`src/rtl/cunit_pkg.sv`:
```
// Shared opcode, state and ALU-select encodings for the parametrised lab-processor control unit.
package cunit_pkg;

  localparam logic [3:0] OP_NOOP  = 4'd0;
  localparam logic [3:0] OP_STORE = 4'd1;
  localparam logic [3:0] OP_LOAD  = 4'd2;
  localparam logic [3:0] OP_ADD   = 4'd3;
  localparam logic [3:0] OP_SUB   = 4'd4;
  localparam logic [3:0] OP_HALT  = 4'd5;
  localparam logic [3:0] OP_JMP   = 4'd6;
  localparam logic [3:0] OP_JZ    = 4'd7;

  localparam logic [2:0] ALU_NOP    = 3'd0;
  localparam logic [2:0] ALU_ADD    = 3'd1;
  localparam logic [2:0] ALU_SUB    = 3'd2;
  localparam logic [2:0] ALU_PASS_A = 3'd3;

  // Encodings are visible on StateO, so they are fixed explicitly.
  typedef enum logic [3:0] {
    S_INIT   = 4'd0,
    S_FETCH  = 4'd1,
    S_DECODE = 4'd2,
    S_NOOP   = 4'd3,
    S_LOAD_A = 4'd4,
    S_LOAD_B = 4'd5,
    S_STORE  = 4'd6,
    S_ADD    = 4'd7,
    S_SUB    = 4'd8,
    S_HALT   = 4'd9,
    S_JMP    = 4'd10,
    S_JZ     = 4'd11
  } state_t;

  function automatic logic op_is_legal(input logic [3:0] op);
    return (op[3] == 1'b0);
  endfunction

endpackage

```
`src/rtl/cunit_gen_if.sv`:
```
// Instruction-memory fetch handshake between the control unit (master) and instruction memory (slave).
interface cunit_gen_if #(
  parameter int PC_W = 8,
  parameter int IW   = 16
);
  logic            req;
  logic [PC_W-1:0] addr;
  logic [IW-1:0]   data;
  logic            valid;

  modport master (output req, output addr, input data, input valid);
  modport slave  (input req, input addr, output data, output valid);
endinterface

```
`src/rtl/cunit_gen_pc_load_counter.sv`:
```
// Program counter: async clear, increment, parallel load; load has priority over increment.
module pc_load_counter #(
  parameter int PC_W = 8
) (
  input  logic            clk,
  input  logic            rst,
  input  logic            inc,
  input  logic            load,
  input  logic [PC_W-1:0] load_val,
  output logic [PC_W-1:0] count
);

  localparam logic [PC_W-1:0] ONE = {{(PC_W-1){1'b0}}, 1'b1};

  // Counter register; the increment wraps naturally at 2^PC_W.
  always_ff @(posedge clk or posedge rst) begin
    if (rst) begin
      count <= '0;
    end else if (load) begin
      count <= load_val;
    end else if (inc) begin
      count <= count + ONE;
    end else begin
      count <= count;
    end
  end

endmodule

```
`src/rtl/cunit_gen.sv`:
```
// Multi-cycle control unit: fetch over a req/valid handshake, decode, and Moore-decoded datapath controls.
// Parameters are expected to satisfy PC_W <= 2*RA_W and DA_W <= 2*RA_W.
module cunit_gen
  import cunit_pkg::*;
#(
  parameter int  PC_W = 8,
  parameter int  RA_W = 4,
  parameter int  DA_W = 8,
  localparam int IW   = 4 + 3*RA_W
) (
  input  logic             Clock,
  input  logic             Reset,
  cunit_gen_if.master      imem,
  input  logic             Alu_zero,
  output logic [DA_W-1:0]  D_addr,
  output logic             D_wr,
  output logic             RF_s,
  output logic [RA_W-1:0]  RF_W_addr,
  output logic [RA_W-1:0]  RF_Ra_addr,
  output logic [RA_W-1:0]  RF_Rb_addr,
  output logic             RF_W_wr,
  output logic             RF_Ra_rd,
  output logic             RF_Rb_rd,
  output logic [2:0]       Alu_s0,
  output logic [PC_W-1:0]  PC_Out,
  output logic [IW-1:0]    IR_Out,
  output logic [3:0]       StateO,
  output logic             Halted,
  output logic             Illegal
);

  state_t          state;
  state_t          state_nx;
  logic [IW-1:0]   ir;
  logic [PC_W-1:0] pc;
  logic            fetch_accept;
  logic            pc_load;
  logic [3:0]      op;
  logic [RA_W-1:0] f1;
  logic [RA_W-1:0] f2;
  logic [RA_W-1:0] f3;
  logic [DA_W-1:0] ld_addr;
  logic [DA_W-1:0] st_addr;
  logic [PC_W-1:0] target;

  assign op      = ir[IW-1 -: 4];
  assign f1      = ir[IW-5 -: RA_W];
  assign f2      = ir[IW-5-RA_W -: RA_W];
  assign f3      = ir[RA_W-1:0];
  assign ld_addr = ir[IW-5 -: DA_W];
  assign st_addr = ir[DA_W-1:0];
  assign target  = ir[PC_W-1:0];

  assign fetch_accept = (state == S_FETCH) && imem.valid;
  // Jump targets override the increment already applied at fetch accept.
  assign pc_load      = (state == S_JMP) || ((state == S_JZ) && Alu_zero);

  pc_load_counter #(.PC_W(PC_W)) u_pc (
    .clk      (Clock),
    .rst      (Reset),
    .inc      (fetch_accept),
    .load     (pc_load),
    .load_val (target),
    .count    (pc)
  );

  // State register.
  always_ff @(posedge Clock or posedge Reset) begin
    if (Reset) begin
      state <= S_INIT;
    end else begin
      state <= state_nx;
    end
  end

  // Instruction register, captured only on an accepted fetch.
  always_ff @(posedge Clock or posedge Reset) begin
    if (Reset) begin
      ir <= '0;
    end else if (fetch_accept) begin
      ir <= imem.data;
    end else begin
      ir <= ir;
    end
  end

  assign imem.addr = pc;
  assign PC_Out    = pc;
  assign IR_Out    = ir;
  assign StateO    = state;

  // Next-state logic and per-state control decode from registered state and IR.
  always_comb begin
    state_nx   = state;
    imem.req   = 1'b0;
    D_addr     = '0;
    D_wr       = 1'b0;
    RF_s       = 1'b0;
    RF_W_addr  = '0;
    RF_Ra_addr = '0;
    RF_Rb_addr = '0;
    RF_W_wr    = 1'b0;
    RF_Ra_rd   = 1'b0;
    RF_Rb_rd   = 1'b0;
    Alu_s0     = ALU_NOP;
    Halted     = 1'b0;
    Illegal    = 1'b0;
    case (state)
      S_INIT: state_nx = S_FETCH;
      S_FETCH: begin
        imem.req = 1'b1;
        if (imem.valid) begin
          state_nx = S_DECODE;
        end else begin
          state_nx = S_FETCH;
        end
      end
      S_DECODE: begin
        case (op)
          OP_NOOP:  state_nx = S_NOOP;
          OP_STORE: state_nx = S_STORE;
          OP_LOAD:  state_nx = S_LOAD_A;
          OP_ADD:   state_nx = S_ADD;
          OP_SUB:   state_nx = S_SUB;
          OP_HALT:  state_nx = S_HALT;
          OP_JMP:   state_nx = S_JMP;
          OP_JZ:    state_nx = S_JZ;
          default:  state_nx = S_NOOP;
        endcase
        Illegal = !op_is_legal(op);
      end
      S_NOOP: state_nx = S_FETCH;
      S_LOAD_A: begin
        D_addr   = ld_addr;
        state_nx = S_LOAD_B;
      end
      S_LOAD_B: begin
        D_addr    = ld_addr;
        RF_s      = 1'b1;
        RF_W_wr   = 1'b1;
        RF_W_addr = f3;
        state_nx  = S_FETCH;
      end
      S_STORE: begin
        D_addr     = st_addr;
        D_wr       = 1'b1;
        RF_Ra_rd   = 1'b1;
        RF_Ra_addr = f1;
        state_nx   = S_FETCH;
      end
      S_ADD, S_SUB: begin
        RF_Ra_rd   = 1'b1;
        RF_Rb_rd   = 1'b1;
        RF_Ra_addr = f1;
        RF_Rb_addr = f2;
        Alu_s0     = (state == S_ADD) ? ALU_ADD : ALU_SUB;
        RF_W_wr    = 1'b1;
        RF_W_addr  = f3;
        state_nx   = S_FETCH;
      end
      S_HALT: begin
        Halted   = 1'b1;
        state_nx = S_HALT;
      end
      S_JMP: state_nx = S_FETCH;
      S_JZ: begin
        RF_Ra_rd   = 1'b1;
        RF_Ra_addr = f1;
        Alu_s0     = ALU_PASS_A;
        state_nx   = S_FETCH;
      end
      default: state_nx = S_INIT;
    endcase
  end

endmodule

```
`src/flat_wrapper.sv`:
```
// flat-port wrapper written by rule: the top's interface ports become plain ports
module cunit_gen_flat import cunit_pkg::*;
#(
  parameter int  PC_W = 8,
  parameter int  RA_W = 4,
  parameter int  DA_W = 8,
  localparam int IW   = 4 + 3*RA_W
)
  (Clock, Reset, Alu_zero, D_addr, D_wr, RF_s, RF_W_addr, RF_Ra_addr, RF_Rb_addr, RF_W_wr, RF_Ra_rd, RF_Rb_rd, Alu_s0, PC_Out, IR_Out, StateO, Halted, Illegal, imem_req, imem_addr, imem_data, imem_valid);
  cunit_gen_if #(.PC_W(PC_W), .IW((16))) imem_i ();
  input  logic Clock;
  input  logic Reset;
  input  logic Alu_zero;
  output logic [DA_W-1:0] D_addr;
  output logic D_wr;
  output logic RF_s;
  output logic [RA_W-1:0] RF_W_addr;
  output logic [RA_W-1:0] RF_Ra_addr;
  output logic [RA_W-1:0] RF_Rb_addr;
  output logic RF_W_wr;
  output logic RF_Ra_rd;
  output logic RF_Rb_rd;
  output logic [2:0] Alu_s0;
  output logic [PC_W-1:0] PC_Out;
  output logic [IW-1:0] IR_Out;
  output logic [3:0] StateO;
  output logic Halted;
  output logic Illegal;
  output wire logic [$bits(imem_i.req)-1:0] imem_req;
  output wire logic [$bits(imem_i.addr)-1:0] imem_addr;
  input wire logic [$bits(imem_i.data)-1:0] imem_data;
  input wire logic [$bits(imem_i.valid)-1:0] imem_valid;
  assign imem_req = imem_i.req;
  assign imem_addr = imem_i.addr;
  assign imem_i.data = imem_data;
  assign imem_i.valid = imem_valid;
  cunit_gen #(.PC_W(PC_W), .RA_W(RA_W), .DA_W(DA_W)) u_core (.Clock(Clock), .Reset(Reset), .imem(imem_i), .Alu_zero(Alu_zero), .D_addr(D_addr), .D_wr(D_wr), .RF_s(RF_s), .RF_W_addr(RF_W_addr), .RF_Ra_addr(RF_Ra_addr), .RF_Rb_addr(RF_Rb_addr), .RF_W_wr(RF_W_wr), .RF_Ra_rd(RF_Ra_rd), .RF_Rb_rd(RF_Rb_rd), .Alu_s0(Alu_s0), .PC_Out(PC_Out), .IR_Out(IR_Out), .StateO(StateO), .Halted(Halted), .Illegal(Illegal));
endmodule
```
`config.mk`:
```
export PLATFORM = sky130hd
export DESIGN_NAME = cunit_gen_flat
export DESIGN_NICKNAME = d
export VERILOG_FILES = /design/src/rtl/cunit_pkg.sv /design/src/rtl/cunit_gen_if.sv /design/src/rtl/cunit_gen_pc_load_counter.sv /design/src/rtl/cunit_gen.sv /design/src/flat_wrapper.sv
export SDC_FILE = /design/constraint.sdc
export NUM_CORES = 1
export LEC_CHECK = 0
export CAP_MARGIN = 30
export CELL_PAD_IN_SITES_DETAIL_PLACEMENT = 1
export CELL_PAD_IN_SITES_GLOBAL_PLACEMENT = 1
export CORE_MARGIN = 2
export CORE_UTILIZATION = 31
export CTS_CLUSTER_DIAMETER = 30
export CTS_CLUSTER_SIZE = 24
export DETAILED_ROUTE_END_ITERATION = 7
export PLACE_DENSITY = 0.9
export SLEW_MARGIN = 20
export SYNTH_ARGS = -nofsm -noshare
export SYNTH_HDL_FRONTEND = slang
export SYNTH_HIERARCHICAL = 1
export SYNTH_SLANG_ARGS = --single-unit
```
`constraint.sdc`:
```
create_clock -name Clock -period 5.6 [get_ports Clock]
set_input_delay 1.4 -clock Clock [delete_from_list [all_inputs] [get_ports Clock]]
set_output_delay 1.4 -clock Clock [all_outputs]
set_load 0.03 [all_outputs]
```
==> summary.md <==
| Metric | Value |
|---|---|
| Cell Pwr Density | `588 mW/mm²` |
| Post-synth top area share | `around 40%` |
| Effective utilization at floorplan | `31.9%` |
| Final nets | `276` |
| Hold Path End | `u_core/IR_Out[12]` |
| Total die area | `between 0.006 and 0.007 mm²` |
| Fillers | `641` |
| Port-buffer cells | `between 80 and 90` |
| Slew @ Worst Pin | `between 800 and 900 ps` |
| Clock root buffer | `clkbuf_8` |
| Critical path type | `reg2out` |
| Maxcap violations | `0` |
| I/O pin count | `slightly below 90` |
| Post-CTS Repair Setup Buffers | `0` |
| Number of synthesized flops with an enable pin | `0` |
| Post-route minimum period | `3870 ps` |
| CTS Buf Count | `3` |
| Synth Register Bits | `28` |
| VDD IR max | `around 0.29 mV` |
| R2R cell count | `6` |
| DIE WIDTH | `between 70 and 80 µm` |
| Most frequently used flop master after synthesis | `dfrtp_1` |
| CP Data Arrival Time | `about 2500 ps` |
| Worst Skew | `3.08 ps` |
| Min-delay src | `u_core/IR_Out[12]` |
| Cell with the most instances after synthesis | `dfrtp_1` |
| Top post-synthesis cells by area | `dfrtp_1, mux2_4, mux2_2, and2_1, buf_4` |
| Post-synthesis sequential area ratio | `40.1%` |
| CP Max Fanout | `15` |
| # setup viols final | `0` |
| Worst-path clk slew | `approximately 100 ps` |
| Cells after Synth | `between 150 and 200` |
| Fmax | `258 MHz` |
| GPL Wtd Cong | `approximately 0.8` |
| ANT nets after route | `0` |
| Crit end category | `output port` |
| Result of the run | `finished clean` |
| CTS max path bufs | `2` |
| Syn avg cell area | `between 9 and 10 µm²` |
| Setup_tns | `0 ps` |
| DP Area | `0.00257 mm²` |
| Library cells used by synthesis | `41` |
| Initial antenna violation count | `0` |
| Asr flop ratio synth | `100%` |
| Worst EP required | `approximately 4200 ps` |
| RR Endpoint | `u_core/u_pc/count[7]` |
| Worst hold path type | `reg2reg` |
| Via density | `about 4.9` |
| WL final | `~5.3 mm` |
| GRT Residual Overflow | `0` |
| Die Y | `between 70 and 80 µm` |
| Final instance area | `around 0.0026 mm²` |
| Area added between synthesis and finish | `50.6%` |
| Ys Warns | `6` |
| Iter 0 DRT Violations | `about 70` |
| Netlist Area Pre-Place | `roughly 0.0017 mm²` |
| Routed wire length per instance | `roughly 16 µm` |
| Count of final hold-check violations | `0` |
| Global-route usage over all layers | `around 18%` |
| 1st-pass router iterations | `4` |
| Vias in the first global route | `~1700` |
| Largest net degree at the start of global routing | `21` |
| Hold path depth | `1` |
| Layout cells sized above 1 | `between 10 and 15%` |
| Cell taking the most area after synthesis | `dfrtp_1` |
| Post-CTS Resized | `0` |
| Net Count, Synth | `a little over 200` |
| Unrepaired setup endpoints after global routing | `false` |
| Post-DP HPWL | `~4.1 mm` |
| Core footprint | `between 0.005 and 0.006 mm²` |
| Finished Core Util | `around half` |
| Startpoint Class | `flop` |
| Crit share post-route | `69.2%` |
| Multi-input gate area | `about 910 µm²` |
| First-pass GRT wire length | `8.67 mm` |
| Post-cts hold buffer count | `0` |
| Worst slew margin | `between 40% and 50%` |
| Routed vias | `between 1500 and 2000` |
| R2R Path Start | `u_core/StateO[1]` |
| CTS tree | `built` |
| H-tree depth | `1` |
| Post-synth top cells | `dfrtp_1, nand2_1, and2_1` |
| Diodes inserted | `0` |
| Num rows | `27` |
| R2R setup slack | `between 3000 and 4000 ps` |
| Later-pin clock latency in the skew report | `around 270 ps` |
| Clk sinks | `28` |
| Slew Viols, Final | `0` |
| Leakage | `roughly 1.1 nW` |
| DR DRC count | `0` |
| Register area | `between 700 and 800 µm²` |
[final cells by class]
class | count | share of cell area, %
Tap cell | 72 | 3.43
Inverter | 7 | 1.00
Sequential cell | 28 | 26.7
Multi-Input combinational cell | 128 | 34.5
Timing Repair Buffer | 85 | 32.4
Clock buffer | 4 | 2.09
[kinds of logic (layout without fill, tap and decap cells)]
logic type	after synthesis	after routing	share of synthesized area [%]
AND/OR/NAND/NOR	75	75	24.6
AO/OA/AOI/OAI	28	28	10.3
flip-flops	28	28	40.1
buffers and inverters	24	96	7.96
multiplexers	17	17	12.6
XOR/XNOR	4	4	2.01
adder cells (fa/ha/maj)	3	3	2.15
other	1	1	0.215
[state kept, by name, summed over array words and instances (netlist names)]
| signal | count |
|---|---|
| u_core/u_pc/count | 8 |
| u_core/IR_Out | 16 |
| u_core/StateO | 4 |
[worst max path at each step]
stage	start	to	slack, ps	cells after the start
finish	u_core/StateO[2]	RF_Rb_addr[3]	1730	4
global route	u_core/StateO[2]	RF_Rb_addr[3]	1510	4
CTS	u_core/StateO[3]	RF_Rb_addr[3]	1700	4
detailed placement	u_core/StateO[2]	RF_Rb_addr[3]	2030	4
global placement	u_core/StateO[2]	RF_Ra_addr[0]	2060	4
floorplan	u_core/StateO[3]	RF_Ra_addr[0]	2410	4
[critical path: stages (launching register included)]
cell             delay, ps
dfrtp_1                550
nand2b_1               400
o21ai_2                400
and2_1                 180
clkdlybuf4s50_1        670
[layer usage]
layer	global-route usage, %	share of wire (%)	wire length, µm	up-vias
met4	2.59	0.34	18	0
met5	0	0	0	-
met3	4.09	6.7	355	2
met1	22.4	43	2270	769
li1	-	-	-	761
met2	31.4	50	2690	57
[layout by cell type (no fill, tap or decap), types with 6 or more instances in the layout]
cell type and count:
clkdlybuf4s50_1 85, dfrtp_1 28, inv_1 6, o21ai_0 7
mux2_4 8, nand3_1 9, mux2_2 8, a21oi_1 8
nand2_1 17, nor2b_1 6, and2_1 12, nand2b_1 7
nor2_1 7
[where the power goes]
group	internal (mW)	total (mW)	switching (mW)
clock	0.0630	0.129	0.0661
combinational	0.431	0.956	0.525
sequential	0.299	0.462	0.163
total	0.792	1.55	0.754
[metrics by stage]
step / hold slack [ps] / instances / power [mW] / setup WS [ps]
2_1_floorplan: 695 / 180 / 1.07 / 2410
4_1_cts: 581 / 324 / 1.56 / 1700
6_report: 578 / 324 / 1.55 / 1730
5_1_grt: 595 / 324 / 1.65 / 1510
3_3_place_gp: 538 / 320 / 1.40 / 2060
3_5_place_dp: 556 / 320 / 1.43 / 2030
No activity file was read; power rests on OpenSTA's default activity.
